### src/rtl/cplx_integrate_dump_pkg.sv
// Shared types and arithmetic helpers for the complex integrate-and-dump stage.
// Helpers work on MAX_W-bit containers so any lane width up to MAX_W-2 can use them.
package cplx_integrate_dump_pkg;

    localparam int MAX_W = 64;

    typedef enum logic {IDLE, ACCUM} state_t;

    // Sign-extend the low w bits of x to the full container width.
    function automatic logic [MAX_W-1:0] sext(input logic [MAX_W-1:0] x, input int w);
        logic signed [MAX_W-1:0] t;
        t = $signed(x << (MAX_W - w));
        return t >>> (MAX_W - w);
    endfunction

    // a and b are w-bit values already sign-extended; clamps to the w-bit signed range.
    function automatic logic [MAX_W-1:0] sat_add(input logic [MAX_W-1:0] a,
                                                 input logic [MAX_W-1:0] b,
                                                 input int w);
        logic signed [MAX_W-1:0] s;
        logic signed [MAX_W-1:0] hi;
        logic signed [MAX_W-1:0] lo;
        s  = $signed(a) + $signed(b);
        hi = $signed((MAX_W'(1) << (w - 1)) - MAX_W'(1));
        lo = ~hi;
        if (s > hi) return hi;
        if (s < lo) return lo;
        return s;
    endfunction

endpackage

### src/rtl/cplx_acc_lane.sv
// One signed accumulator lane (I or Q) with clear/load/add controls.
// Saturating accumulation is built only when CPLX_INTEGRATE_DUMP_SAT_EN is defined.
module cplx_acc_lane
    import cplx_integrate_dump_pkg::*;
#(
    parameter int WIDTH     = 16,
    parameter int ACC_WIDTH = 32
) (
    input  logic                 clk,
    input  logic                 reset_n,
    input  logic                 clr,
    input  logic                 load,
    input  logic                 add,
    input  logic [WIDTH-1:0]     sample,
    output logic [ACC_WIDTH-1:0] sum
);

    logic [ACC_WIDTH-1:0] acc;
    logic [ACC_WIDTH-1:0] base;

    // load starts a frame from zero; sum is also the dump value on the final sample
    assign base = load ? '0 : acc;

`ifdef CPLX_INTEGRATE_DUMP_SAT_EN
    assign sum = ACC_WIDTH'(sat_add(sext(MAX_W'(base), ACC_WIDTH),
                                    sext(MAX_W'(sample), WIDTH), ACC_WIDTH));
`else
    assign sum = base + ACC_WIDTH'(sext(MAX_W'(sample), WIDTH));
`endif

    always_ff @(posedge clk or negedge reset_n) begin
        if (!reset_n)         acc <= '0;
        else if (clr)         acc <= '0;
        else if (load || add) acc <= sum;
    end

endmodule

### src/rtl/cplx_integrate_dump.sv
// Complex integrate-and-dump: sums frames of I/Q samples, one AXI-stream beat per frame.
// Optional macro CPLX_INTEGRATE_DUMP_SAT_EN selects saturating instead of wrapping sums.
module cplx_integrate_dump
    import cplx_integrate_dump_pkg::*;
#(
    parameter int WIDTH     = 16,
    parameter int ACC_WIDTH = 32,
    parameter int LEN_WIDTH = 12
) (
    input  logic                   clk,
    input  logic                   reset_n,
    input  logic [LEN_WIDTH-1:0]   len,
    input  logic [2*WIDTH-1:0]     i_tdata,
    input  logic                   i_tlast,
    input  logic                   i_tvalid,
    output logic                   i_tready,
    output logic [2*ACC_WIDTH-1:0] o_tdata,
    output logic                   o_tlast,
    output logic                   o_tvalid,
    input  logic                   o_tready,
    output logic [LEN_WIDTH-1:0]   o_count
);

    localparam int NUM_LANES = 2;

    state_t                               state;
    logic [LEN_WIDTH-1:0]                 frame_len;
    logic [LEN_WIDTH-1:0]                 cnt;
    logic [LEN_WIDTH-1:0]                 cnt_nxt;
    logic [LEN_WIDTH-1:0]                 len_eff;
    logic                                 accept;
    logic                                 out_acc;
    logic                                 last_hit;
    logic                                 dump;
    logic [NUM_LANES-1:0][WIDTH-1:0]      lane_in;
    logic [NUM_LANES-1:0][ACC_WIDTH-1:0]  lane_sum;

    // lane 1 is I (upper half), lane 0 is Q, matching both bus layouts
    assign lane_in  = i_tdata;
    assign i_tready = !o_tvalid || o_tready;
    assign accept   = i_tvalid && i_tready;
    assign out_acc  = o_tvalid && o_tready;
    assign len_eff  = (len == '0) ? LEN_WIDTH'(1) : len;
    assign cnt_nxt  = cnt + LEN_WIDTH'(1);

    always_comb begin
        last_hit = 1'b0;
        if (state == IDLE) last_hit = (len_eff == LEN_WIDTH'(1));
        else               last_hit = (cnt_nxt == frame_len);
        dump = accept && (last_hit || i_tlast);
    end

    for (genvar g = 0; g < NUM_LANES; g++) begin : g_lane
        cplx_acc_lane #(
            .WIDTH     (WIDTH),
            .ACC_WIDTH (ACC_WIDTH)
        ) u_lane (
            .clk     (clk),
            .reset_n (reset_n),
            .clr     (dump),
            .load    (accept && (state == IDLE)),
            .add     (accept && (state == ACCUM)),
            .sample  (lane_in[g]),
            .sum     (lane_sum[g])
        );
    end

    always_ff @(posedge clk or negedge reset_n) begin
        if (!reset_n) begin
            state     <= IDLE;
            frame_len <= LEN_WIDTH'(1);
            cnt       <= '0;
            o_tdata   <= '0;
            o_count   <= '0;
            o_tvalid  <= 1'b0;
            o_tlast   <= 1'b0;
        end else begin
            if (out_acc) begin
                o_tvalid <= 1'b0;
                o_tlast  <= 1'b0;
            end
            if (accept) begin
                case (state)
                    IDLE: begin
                        frame_len <= len_eff;
                        if (dump) begin
                            cnt <= '0;
                        end else begin
                            cnt   <= LEN_WIDTH'(1);
                            state <= ACCUM;
                        end
                    end
                    ACCUM: begin
                        if (dump) begin
                            cnt   <= '0;
                            state <= IDLE;
                        end else begin
                            cnt <= cnt_nxt;
                        end
                    end
                    default: state <= IDLE;
                endcase
            end
            // a dump on the same edge as an output accept reloads and keeps valid high
            if (dump) begin
                o_tdata  <= lane_sum;
                o_count  <= cnt_nxt;
                o_tvalid <= 1'b1;
                o_tlast  <= 1'b1;
            end
        end
    end

endmodule
### config.mk
export PLATFORM = sky130hd
export DESIGN_NAME = cplx_integrate_dump
export DESIGN_NICKNAME = d
export VERILOG_FILES = /design/src/rtl/cplx_integrate_dump_pkg.sv /design/src/rtl/cplx_acc_lane.sv /design/src/rtl/cplx_integrate_dump.sv
export SDC_FILE = /design/constraint.sdc
export NUM_CORES = 1
export LEC_CHECK = 0
export ABC_AREA = 1
export CAP_MARGIN = 20
export CORE_ASPECT_RATIO = 1.1
export CORE_MARGIN = 3
export CORE_UTILIZATION = 59
export DETAILED_ROUTE_END_ITERATION = 7
export GPL_ROUTABILITY_DRIVEN = 0
export PLACE_DENSITY = 0.84
export SKIP_CTS_REPAIR_TIMING = 1
export SLEW_MARGIN = 5
export SYNTH_ARGS = -nofsm -noshare
export SYNTH_HDL_FRONTEND = slang
export SYNTH_HIERARCHICAL = 1
export SYNTH_SLANG_ARGS = --single-unit
### constraint.sdc
create_clock -name clk -period 4 [get_ports clk]
set_clock_uncertainty 0.1 [all_clocks]
set_input_delay 0.8 -clock clk [delete_from_list [all_inputs] [get_ports clk]]
set_output_delay 0.8 -clock clk [all_outputs]
set_load 0.02 [all_outputs]
==> key figures, run 1 <==
Run status
  – Status: complete, no violations

Worst setup path
  – Buffers and inverters on the worst path: 6
  – Most used cell, CP: nand2_1
  – WP data required: about 4.2 ns
  – CP startpoint kind: input pin
  – Largest fanout on the critical path: 28
  – Critical Path Max Stage Delay: about 0.45 ns
  – CP delay by family, top: simple AND/OR/NAND/NOR gates
  – Slowest stage cell, crit path: clkdlybuf4s50_1
  – Crit end category: flip-flop
  – Crit-path cells: clkdlybuf4s50_1, inv_1, nand2_1, nand2_1, nor2_4, buf_12, buf_4, nor2_1, ha_1, nand2_2, inv_1, nand2_1, nand2_1, nand3b_1, xnor2_1, inv_1, nand3_1, nand2_1
  – Worst path arrival time: about 3.8 ns
  – WS Path Type: in2reg

Pwr
  – Power Density: around 700 nW/um2
  – Leak: 8.40 nW
  – Switching Fraction: ~47%
  – Internal cell power: about 5.3 mW
  – Sequential Power Share: a little over a quarter
  – P_sw: about 4.7 mW
  – Clock Power Share: roughly 17%
  – Logic pwr share: between 50% and 60%
  – Total power: approximately 10 mW
  – Peak supply drop: roughly 0.35 mV

Drt
  – Total vias in the final route: between 10000 and 15000
  – Routed wire per std cell: between 10 and 15 um
  – Drt drc: 0
  – Final ANT Viol Nets: 0
  – Initial DRT Pass Iterations: 5
  – Initial DRC Count: 964
  – Number of vias per cell: 5.36
  – Final wirelength: 34800 um

Die
  – Std-Cell Rows: 55
  – Placeable core area: 20600 um2
  – Chip width: ~140 um
  – Die ar.: 22900 um2
  – Die height: between 150 and 200 um
  – Initial core utilization: 60.3%
  – Top-Level Pins: between 100 and 150

Timing
  – FMAX: 0.279 GHz
  – Final TNS setup: 0 ns
  – Hold WS: about 0.24 ns
  – Rel. slew slack: roughly a third
  – Worst Tran Pin Value: 1.02 ns
  – Final hold viol count: 0
  – Final setup fails: 0
  – Final max-slew violation count: 0
  – Final period utilization: roughly 90%
  – Final min period: approximately 3.6 ns
  – Unrepaired setup endpoints after global routing: false

Yosys
  – Sequential-to-total area share from yosys stat: 33.4%
  – Cells after Synth: 1956
  – Syn nets: 2070
  – Avg Cell Area, Syn: 6.36 um2
  – Number of synthesis warnings: 6
  – Mapped Area: about 12000 um2
  – Unique cell type count in the Yosys netlist: 38
  – Seq cells post-synth: 166

Finish
  – Final #Nets: between 2000 and 2500
  – Share of cells above drive strength 1: around 5.7%
  – Multi-input gate area: 6720 um2
  – Area Growth Syn to Fin: 17.4%
  – Register area: just over 4000 um2
  – # fillers: 1762
  – Diodes inserted: 0

CTS
  – Clock insertion delay at the later pin of the skew report: ~0.44 ns
  – CTS Buf Count: 17
  – H-tree depth: 4
  – CTS Buffer Depth: 2
  – Reg clk slew, reported paths: 0.07 ns
  – CTS sink count: approximately 170
  – TritonCTS clock tree: done
  – Root Driver: clkbuf_16

Global route
  – Vias in the first global route: 12100
  – Total grt overflow: 0
  – Largest net degree at the start of global routing: a little under 90
  – Initial antenna violation count: 0
  – First-pass GRT wire length: about 57000 um
  – Gr usage total: between 30% and 40%

Job
  – Max-Cap Viols: 0

Min path
  – Hold Path Class: in2async

Placement
  – Hpwl dp: about 26000 um
  – PortBufs: about 130
-- metrics by stage --
step	instances	worst slack, ns	utilization, %	cell area (um2)
after floorplan	1956	0.365	-	12400
after global placement	2312	0.0298	67.8	14000
after detailed placement	2312	0.0291	67.8	14000
after CTS	2344	0.477	70.7	14600
after global routing	2344	0.269	70.7	14600
final	2344	0.419	70.7	14600
-- routing by layer --
layer	wire length [um]	track usage, %	part of all wire [%]
met1	14300	39.1	41
met2	16400	51.5	47
met3	2450	4.78	7.0
met4	1720	16.1	4.9
met5	0	0	0
-- power by group through the flow --
stage	clock [mW]	sequential, mW	combinational [mW]
2_1_floorplan	0	3.00	3.42
3_3_place_gp	0	2.66	5.44
3_5_place_dp	0	2.67	5.55
4_1_cts	1.72	2.65	5.60
5_1_grt	1.80	2.72	6.29
6_report	1.69	2.66	5.65
-- final cells by class --
type                            instances  area share, %
Tap cell                              256           2.19
Multi-Input combinational cell       1384           46.0
Clock buffer                           17           2.91
Inverter                              359           9.23
Timing Repair Buffer                  147           10.0
Clock inverter                         15           1.20
Sequential cell                       166           28.5
-- logic make-up after synthesis --
kind of cell             share of synthesized area (%)
AND/OR/NAND/NOR                                   39.5
buffers and inverters                             12.7
flip-flops                                        33.4
AO/OA/AOI/OAI                                     5.00
adder cells (fa/ha/maj)                           6.66
XOR/XNOR                                          2.81
-- layout by cell type (no fill, tap or decap), types with 8 or more instances in the layout --
cell type / n
ha_1: 63
xor2_1: 16
inv_1: 353
clkbuf_16: 17
o21ai_0: 36
nand3_1: 180
xnor2_1: 9
nand2_1: 749
a21oi_1: 37
xor2_2: 8
nand2_2: 27
clkdlybuf4s50_1: 126
and2_1: 30
nor2_1: 155
o22ai_1: 20
dfrtp_1: 165
buf_4: 17
-- registers in the layout, summed over array words and instances, names as in the netlist --
| signal | count |
|---|---|
| g_lane.u_lane/acc | 64 |
| o_tdata | 64 |
| cnt | 12 |
| frame_len | 12 |
| o_count | 12 |
| o_tvalid | 1 |
| state | 1 |
-- worst paths after layout --
kind                       depth (start not counted)  slack, ns         from                 endpoint
max                                               18       0.42     o_tready              o_tdata[10]
min                                                1       0.24      reset_n  g_lane[0].u_lane/acc[3]
max reg2reg                                       16       0.83     o_tvalid              o_tdata[10]
min reg2reg                                        2       0.37  o_tdata[37]              o_tdata[37]
max in group asynchronous                          2       2.62      reset_n             frame_len[0]
min in group clk                                   2       0.37  o_tdata[37]              o_tdata[37]
-- synth_stat cells --
library cell	count	area [um2]
o21ai_2	6	52.6
dfrtp_1	165	4130
fa_1	2	40.0
clkbuf_1	24	90.1
xor2_1	16	140
nor2_4	1	11.3
nand4_1	5	31.3
buf_6	2	22.5
o21ai_1	5	25.0
or2_1	1	6.26
nand2_2	27	169
nand3_1	180	901
a21o_1	2	15.0
or2_2	1	6.26
o21ai_0	36	180
o22ai_1	20	125
buf_4	5	37.5
buf_2	15	75.1
a2bb2oi_1	1	8.76
and2_1	30	188
nand2_1	749	2810
xor2_2	8	130
nand3_2	5	50.1
nand3b_1	6	45.0
o21bai_1	4	30.0
inv_2	5	18.8
ha_1	63	788
nor4_1	1	6.26
dfstp_2	1	26.3
nor3_1	2	10.0
a21oi_1	37	185
nor3_2	5	50.1
nor2_2	6	37.5
inv_1	353	1330
buf_1	1	3.75
xnor2_1	9	78.8
clkinv_1	1	3.75
nor2_1	156	586
(Power assumes the default switching activity.)
==> run 2, diff against run 1 <==
==> constraint.sdc (replaced) <==
create_clock -name clk -period 4 [get_ports clk]
set_clock_uncertainty 0.1 [all_clocks]
set_input_delay 1 -clock clk [delete_from_list [all_inputs] [get_ports clk]]
set_output_delay 1 -clock clk [all_outputs]
set_load 0.02 [all_outputs]
==> key figures, run 2 (same netlist as run 1, synthesis figures left out) <==
Run status
  – Status: complete, but fails checks
  – Failing checks: DRC

Worst setup path
  – Buffers and inverters on the worst path: 7
  – Instance count on the critical path: 19
  – Largest fanout on the critical path: 21
  – Crit-path cells: clkdlybuf4s50_1, inv_1, nand2_1, nand2_1, nor2_4, buf_12, buf_12, nor2_1, ha_1, nand2_1, nand2_1, inv_1, nand2_1, nand3b_1, xnor2_1, buf_4, inv_1, nand3_1, nand2_1
  – Slowest stage cell, crit path: clkdlybuf4s50_1
  – WS Path Type: in2reg
  – WP data required: roughly 4.2 ns
  – Worst path arrival time: between 4 and 5 ns
  – Critical Path Max Stage Delay: approximately 0.46 ns
  – CP startpoint kind: input pin
  – R2r worst-path depth: 16
  – CP delay by family, top: buffers and inverters
  – Crit end category: flip-flop
  – Most used cell, CP: nand2_1

Min path
  – Hold Path Class: reg2reg
  – Hold path depth: 2

Timing
  – Final worst slack: 0.212 ns
  – Rel. slew slack: ~28%
  – Final max-slew violation count: 0
  – FMAX: 0.264 GHz
  – Final hold viol count: 0
  – Final setup fails: 0
  – Worst Tran Pin Value: roughly 1.1 ns
  – Unrepaired setup endpoints after global routing: false
  – Final period utilization: between 90% and 100%
  – Final min period: around 3.8 ns

Finish
  – Share of cells above drive strength 1: under 10%
  – Multi-input gate area: between 6000 and 7000 um2
  – Commonest non-fill, non-tap cell in the layout: nand2_1
  – Area Growth Syn to Fin: 18.0%
  – Most frequent cells in the layout: nand2_1, inv_1, nand3_1, dfrtp_1, nor2_1
  – Final #Nets: 2194
  – # fillers: about 1700
  – Register area: 4160 um2
  – Diodes inserted: 0
  – Largest registers: g_lane.u_lane/acc: 64 flops, o_tdata: 64 flops

Die
  – Std-Cell Rows: 55
  – Die ar.: 22900 um2
  – Top-Level Pins: about 130
  – Initial core utilization: 60.3%
  – Chip width: about 140 um
  – Placeable core area: between 20000 and 25000 um2
  – Die height: around 160 um

Global route
  – Vias in the first global route: around 12000
  – Initial antenna violation count: 0
  – Gr usage total: 31.8%
  – First-pass GRT wire length: approximately 58000 um
  – Largest net degree at the start of global routing: between 80 and 90
  – Total grt overflow: 0

CTS
  – Clock insertion delay at the later pin of the skew report: ~0.45 ns
  – CTS sink count: ~170
  – H-tree depth: 4
  – TritonCTS clock tree: done
  – CTS Buf Count: 17
  – Reg clk slew, reported paths: roughly 0.070 ns
  – Root Driver: clkbuf_16
  – CTS Buffer Depth: 2

Drt
  – Initial DRT Pass Iterations: 8
  – Routed wire per std cell: roughly 15 um
  – Total vias in the final route: 12700
  – Initial DRC Count: around 1100
  – Final wirelength: 36100 um
  – Final ANT Viol Nets: 0
  – Drt drc: 14
  – Number of vias per cell: approximately 5.4

Pwr
  – Power Density: 692 nW/um2
  – Leak: around 8.4 nW
  – Peak supply drop: 0.335 mV
  – Total power: 10.2 mW

Placement
  – Hpwl dp: 26100 um
  – Pre-CTS WS: -0.0844 ns
  – PortBufs: between 100 and 150

Job
  – Max-Cap Viols: 0
-- run 2: cell types whose count changed in the layout (fill, tap and decap cells not counted) --
cell        delta
buf_12         +3
inv_8          +5
buf_4          +2
inv_6          -4
clkinvlp_4     +1
clkinv_4       +1
clkinv_8       -2
clkinv_2       -1
-- run 2: worst register-to-register path, stage by stage (launching register included) --
cell	delay [ns]
dfrtp_1	0.45
ha_1	0.24
nand2_2	0.13
nor2_4	0.19
nand2_1	0.10
nand2_1	0.13
nand2_1	0.07
nand4_1	0.07
nor2_1	0.05
nand3_1	0.09
nand2_2	0.10
nand2_2	0.08
inv_1	0.11
nor2_2	0.85
buf_4	0.36
nand3_1	0.17
nand2_1	0.10
-- run 2: final timing paths --
path                            start                  endpoint  slack [ns]
setup / recovery             o_tready               o_tdata[10]        0.21
hold / removal             o_tdata[0]                o_tdata[0]        0.37
setup reg to reg               cnt[0]  g_lane[0].u_lane/acc[24]        0.56
hold reg to reg            o_tdata[0]                o_tdata[0]        0.37
max in group asynchronous     reset_n              frame_len[0]        2.50
min in group asynchronous     reset_n               o_tdata[13]        0.45
-- run 2: layout make-up --
class / instances / share of cell area (%)
Multi-Input combinational cell: 1384 / 45.8
Sequential cell: 166 / 28.3
Timing Repair Buffer: 152 / 10.5
Inverter: 359 / 9.18
Clock buffer: 17 / 2.90
Tap cell: 256 / 2.18
Clock inverter: 15 / 1.19
-- run 2: per-layer routing --
metal | routed length [um] | global-route usage [%] | up-vias | part of all wire (%)
met5 | 0 | 0 | - | 0
met4 | 1900 | 16.3 | 0 | 5.3
met1 | 14600 | 39.4 | 5827 | 40
li1 | - | - | 6185 | -
met3 | 2690 | 4.90 | 140 | 7.4
met2 | 16900 | 53.9 | 571 | 47
-- run 2: power breakdown --
part	leakage [nW]	total (mW)	internal, mW	switching [mW]
Combinational	6.03	5.79	2.16	3.63
Clock	0.296	1.70	0.899	0.798
Sequential	2.11	2.67	2.31	0.353
Total	8.43	10.2	5.37	4.78
-- run 2: per-stage QoR --
stage               cells  hold WS (ns)  setup TNS, ns  utilization [%]  area (um2)
CTS                  2349         0.375              0             71.1       14700
global placement     2317         0.354              0             68.2       14100
finish               2349         0.370              0             71.1       14700
floorplan            1956         0.349              0                -       12400
detailed placement   2317         0.357         -0.273             68.2       14100
global route         2349         0.394              0             71.1       14700
==> run 3, diff against run 2 <==
CAP_MARGIN = not set   (was 20)
CELL_PAD_IN_SITES_DETAIL_PLACEMENT = 1   (was not set)
CELL_PAD_IN_SITES_GLOBAL_PLACEMENT = 2   (was not set)
CORE_UTILIZATION = 32   (was 59)
==> key figures, run 3 (same netlist as run 1, synthesis figures left out) <==
CTS
  – CTS Buffer Depth: 2
  – Root Driver: clkbuf_16
  – Reg clk slew, reported paths: ~0.070 ns
  – Clock insertion delay at the later pin of the skew report: between 0.4 and 0.5 ns
  – TritonCTS clock tree: done
  – H-tree depth: 4
  – CTS sink count: between 150 and 200
  – CTS Buf Count: 17

Placement
  – Pre-CTS WS: -0.137 ns
  – Hpwl dp: 34000 um
  – Placed Instance Area: around 15000 um2
  – PortBufs: around 130
  – Placed insts: between 2000 and 3000

Pwr
  – Logic pwr share: 59.0%
  – P_sw: 4.94 mW
  – Internal cell power: slightly below 6 mW
  – Sequential Power Share: between 20% and 30%
  – Peak supply drop: around 0.36 mV
  – Clock Power Share: between 10% and 20%
  – Leak: 8.77 nW
  – Switching Fraction: a little under half
  – Power Density: 696 nW/um2
  – Total power: between 10 and 15 mW

Worst setup path
  – RR Endpoint: g_lane[0].u_lane/acc[25]
  – WS Path Type: in2reg
  – CP Capture Point: o_tdata[49]
  – Worst path arrival time: just under 4 ns
  – Flop2flop setup slack: 0.55 ns
  – Crit-path cells: clkdlybuf4s50_1, inv_1, nand2_1, nand2_1, nor2_4, buf_12, buf_4, nor2_1, ha_1, nand2_1, inv_1, nand2_1, nand2_1, nand2_1, nand3b_1, nand2_1, nand3_1, and2_1, nand3_1, nand2_1
  – Crit end category: flip-flop
  – Buffers and inverters on the worst path: 5
  – Slowest stage cell, crit path: clkdlybuf4s50_1
  – Largest fanout on the critical path: 15
  – Critical Path Max Stage Delay: 0.46 ns
  – Most used cell, CP: nand2_1
  – Worst R2R Start: cnt[0]
  – CP delay by family, top: simple AND/OR/NAND/NOR gates
  – CP startpoint kind: input pin
  – R2r worst-path depth: 17
  – CP startpoint: o_tready
  – WP data required: about 4.2 ns
  – Instance count on the critical path: 20

Timing
  – Final worst slack: about 0.33 ns
  – Final min period: approximately 3.7 ns
  – FMAX: approximately 0.27 GHz
  – Final period utilization: between 90% and 100%
  – Final setup fails: 0
  – Final max-slew violation count: 0
  – Final hold viol count: 0
  – Worst Tran Pin Value: approximately 1.1 ns
  – Rel. slew slack: about a quarter
  – Unrepaired setup endpoints after global routing: false

Global route
  – Initial antenna violation count: 0
  – Vias in the first global route: approximately 13000
  – Total grt overflow: 0
  – Gr usage total: a little over a fifth
  – First-pass GRT wire length: ~70000 um
  – Largest net degree at the start of global routing: between 80 and 90

Drt
  – Initial DRC Count: 490
  – Drt drc: 0
  – Number of vias per cell: between 4 and 5
  – Initial DRT Pass Iterations: 4
  – Final wirelength: ~43000 um
  – Final ANT Viol Nets: 0
  – Total vias in the final route: roughly 13000
  – Routed wire per std cell: ~16 um

Die
  – Placeable core area: between 30000 and 40000 um2
  – Top-Level Pins: 128
  – Std-Cell Rows: between 70 and 80
  – Initial core utilization: ~32%
  – Chip width: 194 um
  – Die ar.: 41300 um2
  – Die height: between 200 and 250 um

Finish
  – Fin util: around 40%
  – Commonest non-fill, non-tap cell in the layout: nand2_1
  – Area Growth Syn to Fin: 24.7%
  – Final #Nets: 2268
  – # fillers: roughly 5100
  – Final std cells w/o fill: between 2000 and 3000
  – Share of cells above drive strength 1: between 8 and 9%
  – Diodes inserted: 0
  – Fin area: 15500 um2
  – Most frequent cells in the layout: nand2_1, inv_1, nand3_1, dfrtp_1, nor2_1
  – Largest registers: g_lane.u_lane/acc: 64 flops, o_tdata: 64 flops

Job
  – Max-Cap Viols: 0

Min path
  – Hold Path Class: reg2reg
  – Min-delay src: o_tdata[9]

Run status
  – Status: complete, no violations
==> run 3: cell count changes in the layout (fill, tap and decap cells not counted) <==
cell	before	now
buf_12	6	4
buf_4	19	95
bufinv_16	1	3
clkbuf_1	0	4
clkbuf_8	0	1
clkinv_2	1	0
clkinv_4	1	2
clkinv_8	1	0
clkinvlp_4	1	3
inv_8	8	0
nand2_2	27	26
nand2_4	0	1
==> run 3: how the worst min path moves through the flow <==
| stage | end | slack [ns] | cells after the start |
|---|---|---|---|
| after global placement | o_tdata[27] | 0.35 | 2 |
| final | o_tdata[9] | 0.37 | 2 |
| after floorplan | g_lane[0].u_lane/acc[21] | 0.35 | 2 |
| after detailed placement | o_tdata[9] | 0.36 | 2 |
| after global routing | o_tdata[4] | 0.39 | 2 |
| after CTS | o_tdata[9] | 0.37 | 2 |
==> run 3: layout make-up <==
cell class	count	area [um2]	share of cell area [%]
multi-input cells	1384	6720	43.3
clock inverters	10	148	0.952
flip-flops and latches	166	4160	26.8
inverters	359	1350	8.68
well taps	500	626	4.03
clock buffers	22	454	2.93
repair buffers	226	2070	13.3
==> run 3: metal layers <==
metal	vias to the layer above	wire length, um	GRT usage (%)
met5	-	0	0
met4	0	1310	7.73
met3	54	887	2.49
met2	157	21600	38.1
met1	6034	19300	26.2
li1	6332	-	-
==> run 3: worst register-to-register path: cells and delay by family, from the launching register on <==
family                   cells  cell delay, ns
adder cells (fa/ha/maj)      1            0.24
buffers and inverters        3            0.60
flip-flops                   1            0.44
AND/OR/NAND/NOR             13            2.01
==> run 3: through the flow <==
step                      hold slack [ns]  TNS, ns
final                               0.370        0
after global routing                0.394        0
after CTS                           0.375        0
after detailed placement            0.358   -0.956
after global placement              0.355   -0.386
after floorplan                     0.349        0
==> run 3: power by group through the flow <==
stage / combinational [mW] / sequential, mW / clock, mW
final: 6.37 / 2.67 / 1.76
after detailed placement: 6.43 / 2.70 / 0
after global placement: 6.30 / 2.67 / 0
after CTS: 6.47 / 2.68 / 1.82
after global routing: 7.15 / 2.74 / 1.87
after floorplan: 3.42 / 3.00 / 0
